**src/rtl/rom_dl_wrbuf_if.sv**
```systemverilog
// ROM download bus: hps_io ioctl side plus the ddram toggle write port.
interface rom_dl_wrbuf_if #(
   parameter int AW = 25
);
   logic          ioctl_download;
   logic          ioctl_wr;
   logic [AW-1:0] ioctl_addr;
   logic [15:0]   ioctl_data;
   logic          ioctl_wait;
   logic [AW-1:0] wr_addr;
   logic [15:0]   wr_data;
   logic          wr_req;
   logic          wr_ack;
   logic [AW-2:0] rom_words;
   logic          overflow;
   logic          dl_done;

   modport master (
      output ioctl_download, ioctl_wr,
      output ioctl_addr, ioctl_data,
      output wr_ack,
      input  ioctl_wait,
      input  wr_addr, wr_data, wr_req,
      input  rom_words, overflow, dl_done
   );

   modport slave (
      input  ioctl_download, ioctl_wr,
      input  ioctl_addr, ioctl_data,
      input  wr_ack,
      output ioctl_wait,
      output wr_addr, wr_data, wr_req,
      output rom_words, overflow, dl_done
   );
endinterface

```
**src/rtl/rom_dl_wrbuf.sv**
```systemverilog
// ROM download write buffer: ioctl words into a small FIFO,
// drained one at a time to the ddram toggle write port.
module rom_dl_wrbuf #(
   parameter int DEPTH_LOG2 = 3,
   parameter int AW         = 25
) (
   input  logic          clk_sys,
   input  logic          reset_n,
   rom_dl_wrbuf_if.slave bus
);
   localparam int DEPTH = 1 << DEPTH_LOG2;
   localparam int CW    = DEPTH_LOG2 + 1;

   typedef enum logic [1:0] {
      IDLE,
      WAIT,
      FINISH
   } state_t;

   typedef logic [DEPTH_LOG2-1:0] ptr_t;
   typedef logic [AW-2:0]         wa_t;

   state_t        state;
   logic [CW-1:0] count;
   ptr_t          wptr;
   ptr_t          rptr;
   logic          dl_q;
   logic          pend_done;

   wa_t           mem_a [DEPTH];
   logic [15:0]   mem_d [DEPTH];

   logic          start;
   logic          fall;
   logic          full;
   logic          push;
   logic          pop;
   logic          ack_ok;
   wa_t           in_a;
   wa_t           in_w;
   logic [15:0]   in_d;
   ptr_t          wsel;
   ptr_t          rnxt;
   logic [CW-1:0] cnt_pop;
   wa_t           nxt_a;
   logic [15:0]   nxt_d;
   logic          addr_unused;

   assign start   = bus.ioctl_download & ~dl_q;
   assign fall    = ~bus.ioctl_download & dl_q;
   assign full    = count == CW'(DEPTH);
   assign push    = bus.ioctl_wr & (start | ~full);
   assign ack_ok  = bus.wr_req == bus.wr_ack;
   assign pop     = (state == WAIT) & ack_ok & ~start;
   assign in_a    = bus.ioctl_addr[AW-1:1];
   assign in_w    = in_a + wa_t'(1);
   assign in_d    = {bus.ioctl_data[7:0],
                     bus.ioctl_data[15:8]};
   assign wsel    = start ? '0 : wptr;
   assign rnxt    = rptr + ptr_t'(1);
   assign cnt_pop = count - CW'(1);

   // last entry popping while a new word lands: take it straight from the bus
   assign nxt_a = (cnt_pop == '0) ? in_a : mem_a[rnxt];
   assign nxt_d = (cnt_pop == '0) ? in_d : mem_d[rnxt];

   assign bus.ioctl_wait = count >= CW'(DEPTH - 1);
   assign addr_unused    = bus.ioctl_addr[0];

   always_ff @(posedge clk_sys) begin
      if (push) begin
         mem_a[wsel] <= in_a;
         mem_d[wsel] <= in_d;
      end
   end

   always_ff @(posedge clk_sys or negedge reset_n) begin
      if (!reset_n) begin
         state         <= IDLE;
         count         <= '0;
         wptr          <= '0;
         rptr          <= '0;
         dl_q          <= 1'b0;
         pend_done     <= 1'b0;
         bus.wr_req    <= 1'b0;
         bus.wr_addr   <= '0;
         bus.wr_data   <= '0;
         bus.rom_words <= '0;
         bus.overflow  <= 1'b0;
         bus.dl_done   <= 1'b0;
      end else begin
         dl_q        <= bus.ioctl_download;
         bus.dl_done <= 1'b0;
         if (fall) pend_done <= 1'b1;
         if (start) begin
            pend_done     <= 1'b0;
            count         <= CW'(push);
            wptr          <= push ? ptr_t'(1) : '0;
            rptr          <= '0;
            bus.rom_words <= push ? in_w : '0;
            bus.overflow  <= 1'b0;
            bus.wr_req    <= bus.wr_ack;
            state         <= IDLE;
         end else begin
            count <= count + CW'(push) - CW'(pop);
            if (push) wptr <= wptr + ptr_t'(1);
            if (pop) rptr <= rnxt;
            if (push && in_w > bus.rom_words)
               bus.rom_words <= in_w;
            if (bus.ioctl_wr && full)
               bus.overflow <= 1'b1;
            unique case (state)
               IDLE: begin
                  if (count != '0) begin
                     bus.wr_addr <= {mem_a[rptr], 1'b0};
                     bus.wr_data <= mem_d[rptr];
                     bus.wr_req  <= ~bus.wr_req;
                     state       <= WAIT;
                  end else if (!bus.ioctl_download && pend_done) begin
                     bus.dl_done <= 1'b1;
                     state       <= FINISH;
                  end
               end
               WAIT: begin
                  if (ack_ok) begin
                     if (cnt_pop != '0 || push) begin
                        bus.wr_addr <= {nxt_a, 1'b0};
                        bus.wr_data <= nxt_d;
                        bus.wr_req  <= ~bus.wr_req;
                     end else begin
                        state <= IDLE;
                     end
                  end
               end
               FINISH: begin
                  pend_done <= 1'b0;
                  state     <= IDLE;
               end
               default: state <= IDLE;
            endcase
         end
      end
   end
endmodule

```
**src/flat_wrapper.sv**
```systemverilog
// flat-port wrapper written by rule: the top's interface ports become plain ports
module rom_dl_wrbuf_flat 
#(
   parameter int DEPTH_LOG2 = 3,
   parameter int AW         = 25
)
  (clk_sys, reset_n, bus_ioctl_download, bus_ioctl_wr, bus_ioctl_addr, bus_ioctl_data, bus_wr_ack, bus_ioctl_wait, bus_wr_addr, bus_wr_data, bus_wr_req, bus_rom_words, bus_overflow, bus_dl_done);
  rom_dl_wrbuf_if #(.AW(AW)) bus_i ();
  input  logic clk_sys;
  input  logic reset_n;
  input wire logic [$bits(bus_i.ioctl_download)-1:0] bus_ioctl_download;
  input wire logic [$bits(bus_i.ioctl_wr)-1:0] bus_ioctl_wr;
  input wire logic [$bits(bus_i.ioctl_addr)-1:0] bus_ioctl_addr;
  input wire logic [$bits(bus_i.ioctl_data)-1:0] bus_ioctl_data;
  input wire logic [$bits(bus_i.wr_ack)-1:0] bus_wr_ack;
  output wire logic [$bits(bus_i.ioctl_wait)-1:0] bus_ioctl_wait;
  output wire logic [$bits(bus_i.wr_addr)-1:0] bus_wr_addr;
  output wire logic [$bits(bus_i.wr_data)-1:0] bus_wr_data;
  output wire logic [$bits(bus_i.wr_req)-1:0] bus_wr_req;
  output wire logic [$bits(bus_i.rom_words)-1:0] bus_rom_words;
  output wire logic [$bits(bus_i.overflow)-1:0] bus_overflow;
  output wire logic [$bits(bus_i.dl_done)-1:0] bus_dl_done;
  assign bus_i.ioctl_download = bus_ioctl_download;
  assign bus_i.ioctl_wr = bus_ioctl_wr;
  assign bus_i.ioctl_addr = bus_ioctl_addr;
  assign bus_i.ioctl_data = bus_ioctl_data;
  assign bus_i.wr_ack = bus_wr_ack;
  assign bus_ioctl_wait = bus_i.ioctl_wait;
  assign bus_wr_addr = bus_i.wr_addr;
  assign bus_wr_data = bus_i.wr_data;
  assign bus_wr_req = bus_i.wr_req;
  assign bus_rom_words = bus_i.rom_words;
  assign bus_overflow = bus_i.overflow;
  assign bus_dl_done = bus_i.dl_done;
  rom_dl_wrbuf #(.DEPTH_LOG2(DEPTH_LOG2), .AW(AW)) u_core (.clk_sys(clk_sys), .reset_n(reset_n), .bus(bus_i));
endmodule
```
**config.mk**
```make
export PLATFORM = sky130hd
export DESIGN_NAME = rom_dl_wrbuf_flat
export DESIGN_NICKNAME = d
export VERILOG_FILES = /design/src/rtl/rom_dl_wrbuf_if.sv /design/src/rtl/rom_dl_wrbuf.sv /design/src/flat_wrapper.sv
export SDC_FILE = /design/constraint.sdc
export NUM_CORES = 1
export LEC_CHECK = 0
export BUFFER_PORTS_ARGS = -buffer_cell sky130_fd_sc_hd__buf_2
export CORE_MARGIN = 3
export CORE_UTILIZATION = 32
export DETAILED_ROUTE_END_ITERATION = 16
export GPL_ROUTABILITY_DRIVEN = 0
export PLACE_DENSITY_LB_ADDON = 0.2
export RECOVER_POWER = 25
export SKIP_LAST_GASP = 1
export SLEW_MARGIN = 15
export SYNTH_ARGS = -nofsm -noshare
export SYNTH_HDL_FRONTEND = slang
export SYNTH_SLANG_ARGS = --single-unit
export TNS_END_PERCENT = 30
```
**constraint.sdc**
```tcl
create_clock -name clk_sys -period 4.9 [get_ports clk_sys]
set_clock_uncertainty 0.15 [all_clocks]
set_input_delay 0.735 -clock clk_sys [delete_from_list [all_inputs] [get_ports clk_sys]]
set_output_delay 0.735 -clock clk_sys [all_outputs]
set_load 0.01 [all_outputs]
```
==> metrics.yaml, run 1 <==
die:
  pin_count: 115
  initial_core_util_pct: 32.7
  die_y_um: 250
  die_width_um: 250
  rows: 88
  coreArea_um2: 58400
  die-area_um2: 62600
global_routing:
  grt_use_total_pct: 15.9
  grt_max_degree: 162
  gr-usage-met1_pct: 21.9
  first_global_vias: 11800
  grtUsageMet3_pct: 3.07
  top_usage_layer: "met2"
  grt_first_pass_wirelength_mm: 75.5
  grtUsageMet2_pct: 26.3
  antenna_found_initial: 1
  grt-ovfl-total: 0
worst_setup_path:
  worst_path_max_delay_cell: "nor4_1"
  crit_chain: "clkbuf_1 -> nand4_1 -> nor3_2 -> buf_4 -> nand4_1 -> xnor2_1 -> ha_1 -> nand4_1 -> nor4_1 -> o31a_1 -> o21ai_2 -> and2_1 -> buf_4 -> a22o_1"
  slowest_delay_ns: 0.51
  critPathTopFamily: "simple AND/OR/NAND/NOR gates"
  worstRegToRegCells: 11
  crit_required_ns: 5.20
  crit_path_start_kind: "input port"
  crit_path_max_fanout: 20
  endpoint_kind: "flip-flop"
  path_depth: 14
  worstSetupPathType: "input port to flip-flop"
  crit_arrival_ns: 4.61
  crit_buf_inv: 3
  path_common_cell: "nand4_1"
cells_and_area:
  fin_cells: 2076
  nNetsFinal: 1357
  multiInputGateArea_um2: 7100
  drive_above_1_share_pct: 27.8
  area_delta_synth_final_pct: 15.6
  seq_area_um2: 11600
  fill_cells: 5481
sta:
  rsz0062_at_grt: "no"
  finalSetupTns_ns: 0
  min_period_ns: 4.32
  tightest_slew_ns: 1.07
  whs_ns: 0.147
  hold_viol_final: 0
  slew_headroom_pct: 28.7
  setup_viol: 0
  period_share_pct: 88.1
  maxSlewViolCount: 0
  max_freq_mhz: 232
clock_network:
  htree_levels: 2
  numCtsBuffers: 44
  insertion_delay_ns: 0.57
  cts.sinks: 401
  ctsResizeCount: 0
  cts_hold_buf: 0
  cts_tree: "yes"
  clkSlewWorstSetupHoldPaths_ns: 0.07
  cts_root_buf: "clkbuf_16"
  cts_buffer_depth: 3
  cts_setup_buffers: 0
pwr:
  power_density_nw_per_um2: 568
  p_leak_nw: 7.43
  ir_drop_uv: 663
drt:
  wl_per_cell_um: 23.9
  vias: 11100
  vias_per_cell: 5.36
  wirelength_mm: 49.6
  drt-initial-drc-count: 829
  drtAntennaViolNets: 0
  dr.pass1.iters: 5
  post-route-drc-count: 0
placed_design:
  io_buffer_count: 112
  numPlacedInstances: 1993
  dp_hpwl_mm: 28.7
synthesis:
  synth_edf_count: 320
  avgSynthCellArea_um2: 16.5
  async_reset_ff_share_pct: 20.2
  ys_types: 45
  yosysSeqAreaShare_pct: 60.9
  syn_area_um2: 19100
  yosysWarnings: 0
  syn_nets: 1241
  synth_cells: 1158
  ys_ff_latch: 401
  synth_top_flop_cell: "edfxtp_1"
worst_hold_path:
  hold_path.class: "input port to async pin"
job:
  max_cap_violations: 0
status:
  status: "completed"
power by group:
part           total [mW]  internal, mW  switching [mW]
logic                4.82          2.09            2.73
registers            4.55          4.25           0.296
clock network        3.18          1.84            1.34
total                12.5          8.18            4.36
sequential cells by signal, summed over array words and instances, names as in the netlist:
signal	cells
u_core.rptr	3
u_core.bus.dl_done	1
u_core.bus.wr_data	16
u_core.bus.overflow	1
u_core.mem_d	128
u_core.dl_q	1
u_core.pend_done	1
u_core.bus.wr_req	1
u_core.mem_a	192
u_core.bus.wr_addr	24
u_core.state	2
u_core.count	4
u_core.wptr	3
u_core.bus.rom_words	24
final timing paths:
check / startpoint / end / slack (ns)
max in group asynchronous: reset_n / u_core.bus.wr_addr[19] / 3.46
hold reg to reg: u_core.bus.wr_addr[24] / u_core.bus.wr_addr[24] / 0.33
min in group clk_sys: bus_ioctl_download / u_core.dl_q / 0.26
hold / removal: reset_n / u_core.bus.rom_words[13] / 0.15
setup / recovery: bus_ioctl_addr[8] / u_core.bus.rom_words[10] / 0.58
setup reg to reg: u_core.count[1] / u_core.bus.wr_addr[11] / 1.77
metal layers:
layer	wire length [um]	part of all wire [%]	up-vias
li1	-	-	4948
met5	0	0	-
met2	24100	48	284
met1	22200	45	5835
met3	2620	5.3	61
met4	755	1.5	0
Yosys cell counts (all sizes together) (2+ instances only):
library cell  count  area (um^2)
nand2            66          248
buf              46          225
and2              2         12.5
nand2b            4         25.0
nor4              3         33.8
nor2b             4         25.0
dfrtp            81         2030
xnor2            15          131
mux2i            44          440
mux4            160         3600
nand4            11         68.8
inv              33          124
o21ai            50          254
o211ai            2         15.0
and3              4         25.0
a221oi            2         17.5
ha               36          450
a21oi            20          100
xor2             14          123
nor3              5         30.0
a311oi           40          350
a22o             60          526
edfxtp          320         9610
nor2             65          244
clkbuf           32          120
a21boi            2         15.0
or3               3         18.8
nand3            23          115
o221a             2         22.5
kinds of logic (layout without fill, tap and decap cells):
group | count (synthesis) | in the layout | share of synthesized area [%]
DFF | 401 | 401 | 60.9
muxes | 204 | 204 | 21.2
and+or+nand+nor | 193 | 193 | 4.59
AOI/OAI and AO/OA | 182 | 182 | 7.01
buffers and inverters | 111 | 262 | 2.46
adders and majority gates | 37 | 37 | 2.46
xor gates and xnor gates | 29 | 29 | 1.33
other | 1 | 3 | 0.0196
final cells by class:
type	count	area share, %
Tap cell	765	4.34
Antenna cell	2	0.0227
Clock inverter	15	0.493
Sequential cell	401	52.8
Multi-Input combinational cell	646	32.2
Timing Repair Buffer	148	3.89
Clock buffer	66	5.73
Inverter	33	0.561
per-stage QoR:
stage | utilization [%] | power [mW] | instance area (um^2) | worst slack, ns
global placement | 35.5 | 9.51 | 20700 | 0.425
floorplan | - | 7.94 | 19100 | 0.266
global route | 37.8 | 13.4 | 22100 | 0.391
finish | 37.8 | 12.5 | 22100 | 0.583
detailed placement | 35.5 | 9.54 | 20700 | 0.399
CTS | 37.9 | 12.8 | 22100 | 0.993
cells in the final DEF (no fill, tap or decap), types with 7 or more instances in the layout:
cell type | Yosys | layout
clkbuf_16 | 0 | 45
mux4_2 | 160 | 160
buf_4 | 1 | 32
ha_1 | 36 | 36
buf_2 | 39 | 81
dfrtp_1 | 81 | 78
nor2_1 | 65 | 58
edfxtp_1 | 320 | 320
nand4_1 | 11 | 11
o21ai_1 | 42 | 42
a311oi_1 | 40 | 40
a21oi_1 | 20 | 19
clkbuf_1 | 32 | 45
mux2i_1 | 44 | 44
o21ai_0 | 7 | 7
xnor2_1 | 15 | 15
inv_1 | 32 | 32
nand3_1 | 23 | 23
a22o_1 | 60 | 60
nand2_1 | 66 | 66
xor2_1 | 14 | 13
Note: power is estimated with default switching activity, not from simulation.
==> run 2: changes to the inputs <==
--- a/config.mk
+++ b/config.mk
@@ -7,7 +7,7 @@
 export LEC_CHECK = 0
 export BUFFER_PORTS_ARGS = -buffer_cell sky130_fd_sc_hd__buf_2
 export CORE_MARGIN = 3
-export CORE_UTILIZATION = 32
+export CORE_UTILIZATION = 50
 export DETAILED_ROUTE_END_ITERATION = 16
 export GPL_ROUTABILITY_DRIVEN = 0
 export PLACE_DENSITY_LB_ADDON = 0.2
==> metrics.yaml, run 2 (same netlist as run 1, synthesis figures left out) <==
status:
  status: "completed"  # unchanged
cells_and_area:
  final_common_cell: "edfxtp_1"  # unchanged
  mostFrequentLayoutCells: "edfxtp_1, mux4_2, buf_2, dfrtp_1, nand2_1"  # unchanged
  nNetsFinal: 1350  # was 1357
  largest_reg_flops: 192  # unchanged
  area_delta_synth_final_pct: 14.4  # was 15.6%
  drive_above_1_share_pct: 28.0  # was 27.8%
  antenna_cells: 0  # was 2
  top_regs: "u_core.mem_a: 192 flops, u_core.mem_d: 128 flops"  # unchanged
  regMostFlops: "u_core.mem_a"  # unchanged
clock_network:
  cts_buffer_depth: 3  # unchanged
  cts_root_buf: "clkbuf_16"  # unchanged
  cts.sinks: 401  # unchanged
  cts_setup_buffers: 0  # unchanged
  cts_hold_buf: 0  # unchanged
  ctsResizeCount: 0  # unchanged
  numCtsBuffers: 43  # was 44
  htree_levels: 2  # unchanged
  cts_tree: "yes"  # unchanged
  clkSlewWorstSetupHoldPaths_ns: 0.06  # was 0.07 ns
  insertion_delay_ns: 0.54  # was 0.57 ns
pwr:
  power_frac_clock_pct: 26.7  # was 25.3%
  switching_power_mw: 4.26  # was 4.36 mW
  p_comb_share_pct: 37.3  # was 38.4%
  swShare_pct: 33.7  # was 34.8%
  p_seq_share_pct: 36.0  # was 36.3%
  ir_drop_uv: 454  # was 663 uV
  internal_power_mw: 8.38  # was 8.18 mW
  p_leak_nw: 7.46  # was 7.43 nW
  power_density_nw_per_um2: 579  # was 568 nW/um^2
sta:
  maxSlewViolCount: 0  # unchanged
  hold_viol_final: 0  # unchanged
  max_freq_mhz: 234  # was 232 MHz
  rsz0062_at_grt: "no"  # unchanged
  whs_ns: 0.0982  # was 0.147 ns
  period_share_pct: 87.3  # was 88.1%
  tightest_slew_ns: 1.09  # was 1.07 ns
  finalSetupTns_ns: 0  # unchanged
  slew_headroom_pct: 27.5  # was 28.7%
  setup_viol: 0  # unchanged
  min_period_ns: 4.28  # was 4.32 ns
worst_setup_path:
  crit_path_start_kind: "input port"  # unchanged
  crit_arrival_ns: 4.60  # was 4.61 ns
  reg2reg_slack_ns: 1.83  # was 1.77 ns
  path_common_cell: "nand4_1"  # unchanged
  worstRegToRegCells: 10  # was 11
  worstSetupPathType: "input port to flip-flop"  # unchanged
  cp-startpoint: "bus_ioctl_addr[9]"  # was bus_ioctl_addr[8]
  crit_required_ns: 5.22  # was 5.20 ns
  r2r_start: "u_core.count[1]"  # unchanged
  endpoint_kind: "flip-flop"  # unchanged
  crit_chain: "clkbuf_1 -> nand4_1 -> nor2_1 -> nor4b_2 -> buf_4 -> nand3_1 -> xnor2_1 -> ha_1 -> nand4_1 -> nor4_1 -> a21oi_1 -> o21ai_2 -> and2_1 -> a22o_1"  # was clkbuf_1 -> nand4_1 -> nor3_2 -> buf_4 -> nand4_1 -> xnor2_1 -> ha_1 -> nand4_1 -> nor4_1 -> o31a_1 -> o21ai_2 -> and2_1 -> buf_4 -> a22o_1
  crit_path_max_fanout: 20  # unchanged
  r2r-end: "u_core.bus.wr_addr[13]"  # was u_core.bus.wr_addr[11]
  slowest_delay_ns: 0.69  # was 0.51 ns
  worst_path_max_delay_cell: "and2_1"  # was nor4_1
global_routing:
  first_global_vias: 11800  # about the same
  grt_use_total_pct: 22.7  # was 15.9%
  grt-ovfl-total: 0  # unchanged
  grt_max_degree: 162  # unchanged
  grt_first_pass_wirelength_mm: 71.1  # was 75.5 mm
  antenna_found_initial: 0  # was 1
die:
  die-area_um2: 40600  # was 62600 um^2
  initial_core_util_pct: 51.4  # was 32.7%
  die_width_um: 201  # was 250 um
  pin_count: 115  # unchanged
  coreArea_um2: 37100  # was 58400 um^2
  rows: 70  # was 88
  die_y_um: 201  # was 250 um
drt:
  wirelength_mm: 45.6  # was 49.6 mm
  dr.pass1.iters: 5  # unchanged
  wl_per_cell_um: 25.3  # was 23.9 um
  drtAntennaViolNets: 0  # unchanged
  vias_per_cell: 6.31  # was 5.36
  post-route-drc-count: 0  # unchanged
  drt-initial-drc-count: 994  # was 829
  vias: 11400  # was 11100
job:
  max_cap_violations: 0  # unchanged
placed_design:
  io_buffer_count: 112  # unchanged
  dp_hpwl_mm: 25.8  # was 28.7 mm
worst_hold_path:
  hold_path.class: "input port to async pin"  # unchanged
==> run 2: cell count changes in the layout (fill, tap and decap cells not counted), sizes merged <==
cell,change
clkbuf,-14
clkinv,+6
bufinv,+5
buf,-4
diode,-2
inv,-2
clkinvlp,+1
==> run 2: layout make-up <==
cell class	count	area, um^2
timing repair buffer	142	853
fill	2858	15300
sequential	401	11600
inverter	33	124
tap	504	631
clock inverter	25	274
multi-input combinational	646	7100
clock buffer	54	1210
==> run 2: worst max-delay path by stage <==
stage	end	slack [ns]	cells past startpoint
after floorplan	u_core.mem_a[1][0]	0.27	4
after global placement	u_core.bus.rom_words[6]	0.42	15
after detailed placement	u_core.bus.rom_words[5]	0.33	15
after CTS	u_core.bus.rom_words[17]	0.86	15
after global routing	u_core.bus.rom_words[17]	0.35	15
final	u_core.bus.rom_words[17]	0.62	14
==> run 2: per-stage QoR <==
step           area, um^2  worst slack, ns  std cells  total power [mW]  utilization (%)
6_report            21800            0.621       1805              12.6             58.8
5_1_grt             21800            0.354       1805              13.3             58.8
4_1_cts             21900            0.863       1805              12.8             58.9
3_5_place_dp        20400            0.332       1726              9.39             54.9
3_3_place_gp        20400            0.421       1726              9.30             54.9
2_1_floorplan       19100            0.266       1158              7.94                -
==> run 2: worst max-delay path: cells and delay by family <==
kind	cells	cell delay [ns]
AOI/OAI and AO/OA	3	0.50
xor gates and xnor gates	1	0.17
adders and majority gates	1	0.33
buffers and inverters	2	0.57
and+or+nand+nor	7	2.29
==> run 2: power groups by stage <==
stage | Sequential (mW) | Combinational [mW] | Clock (mW)
after floorplan | 4.66 | 3.28 | 0
final | 4.55 | 4.72 | 3.38
after global routing | 4.62 | 5.18 | 3.56
after detailed placement | 4.61 | 4.78 | 0
after global placement | 4.59 | 4.71 | 0
after CTS | 4.55 | 4.79 | 3.43
==> run 2: per-layer routing <==
layer	part of all wire, %	vias to the layer above	GRT usage [%]
met4	1.6	0	5.16
met5	0	-	0
met3	6.9	61	3.53
met1	43	5955	33.0
met2	49	428	37.0
li1	-	4938	-
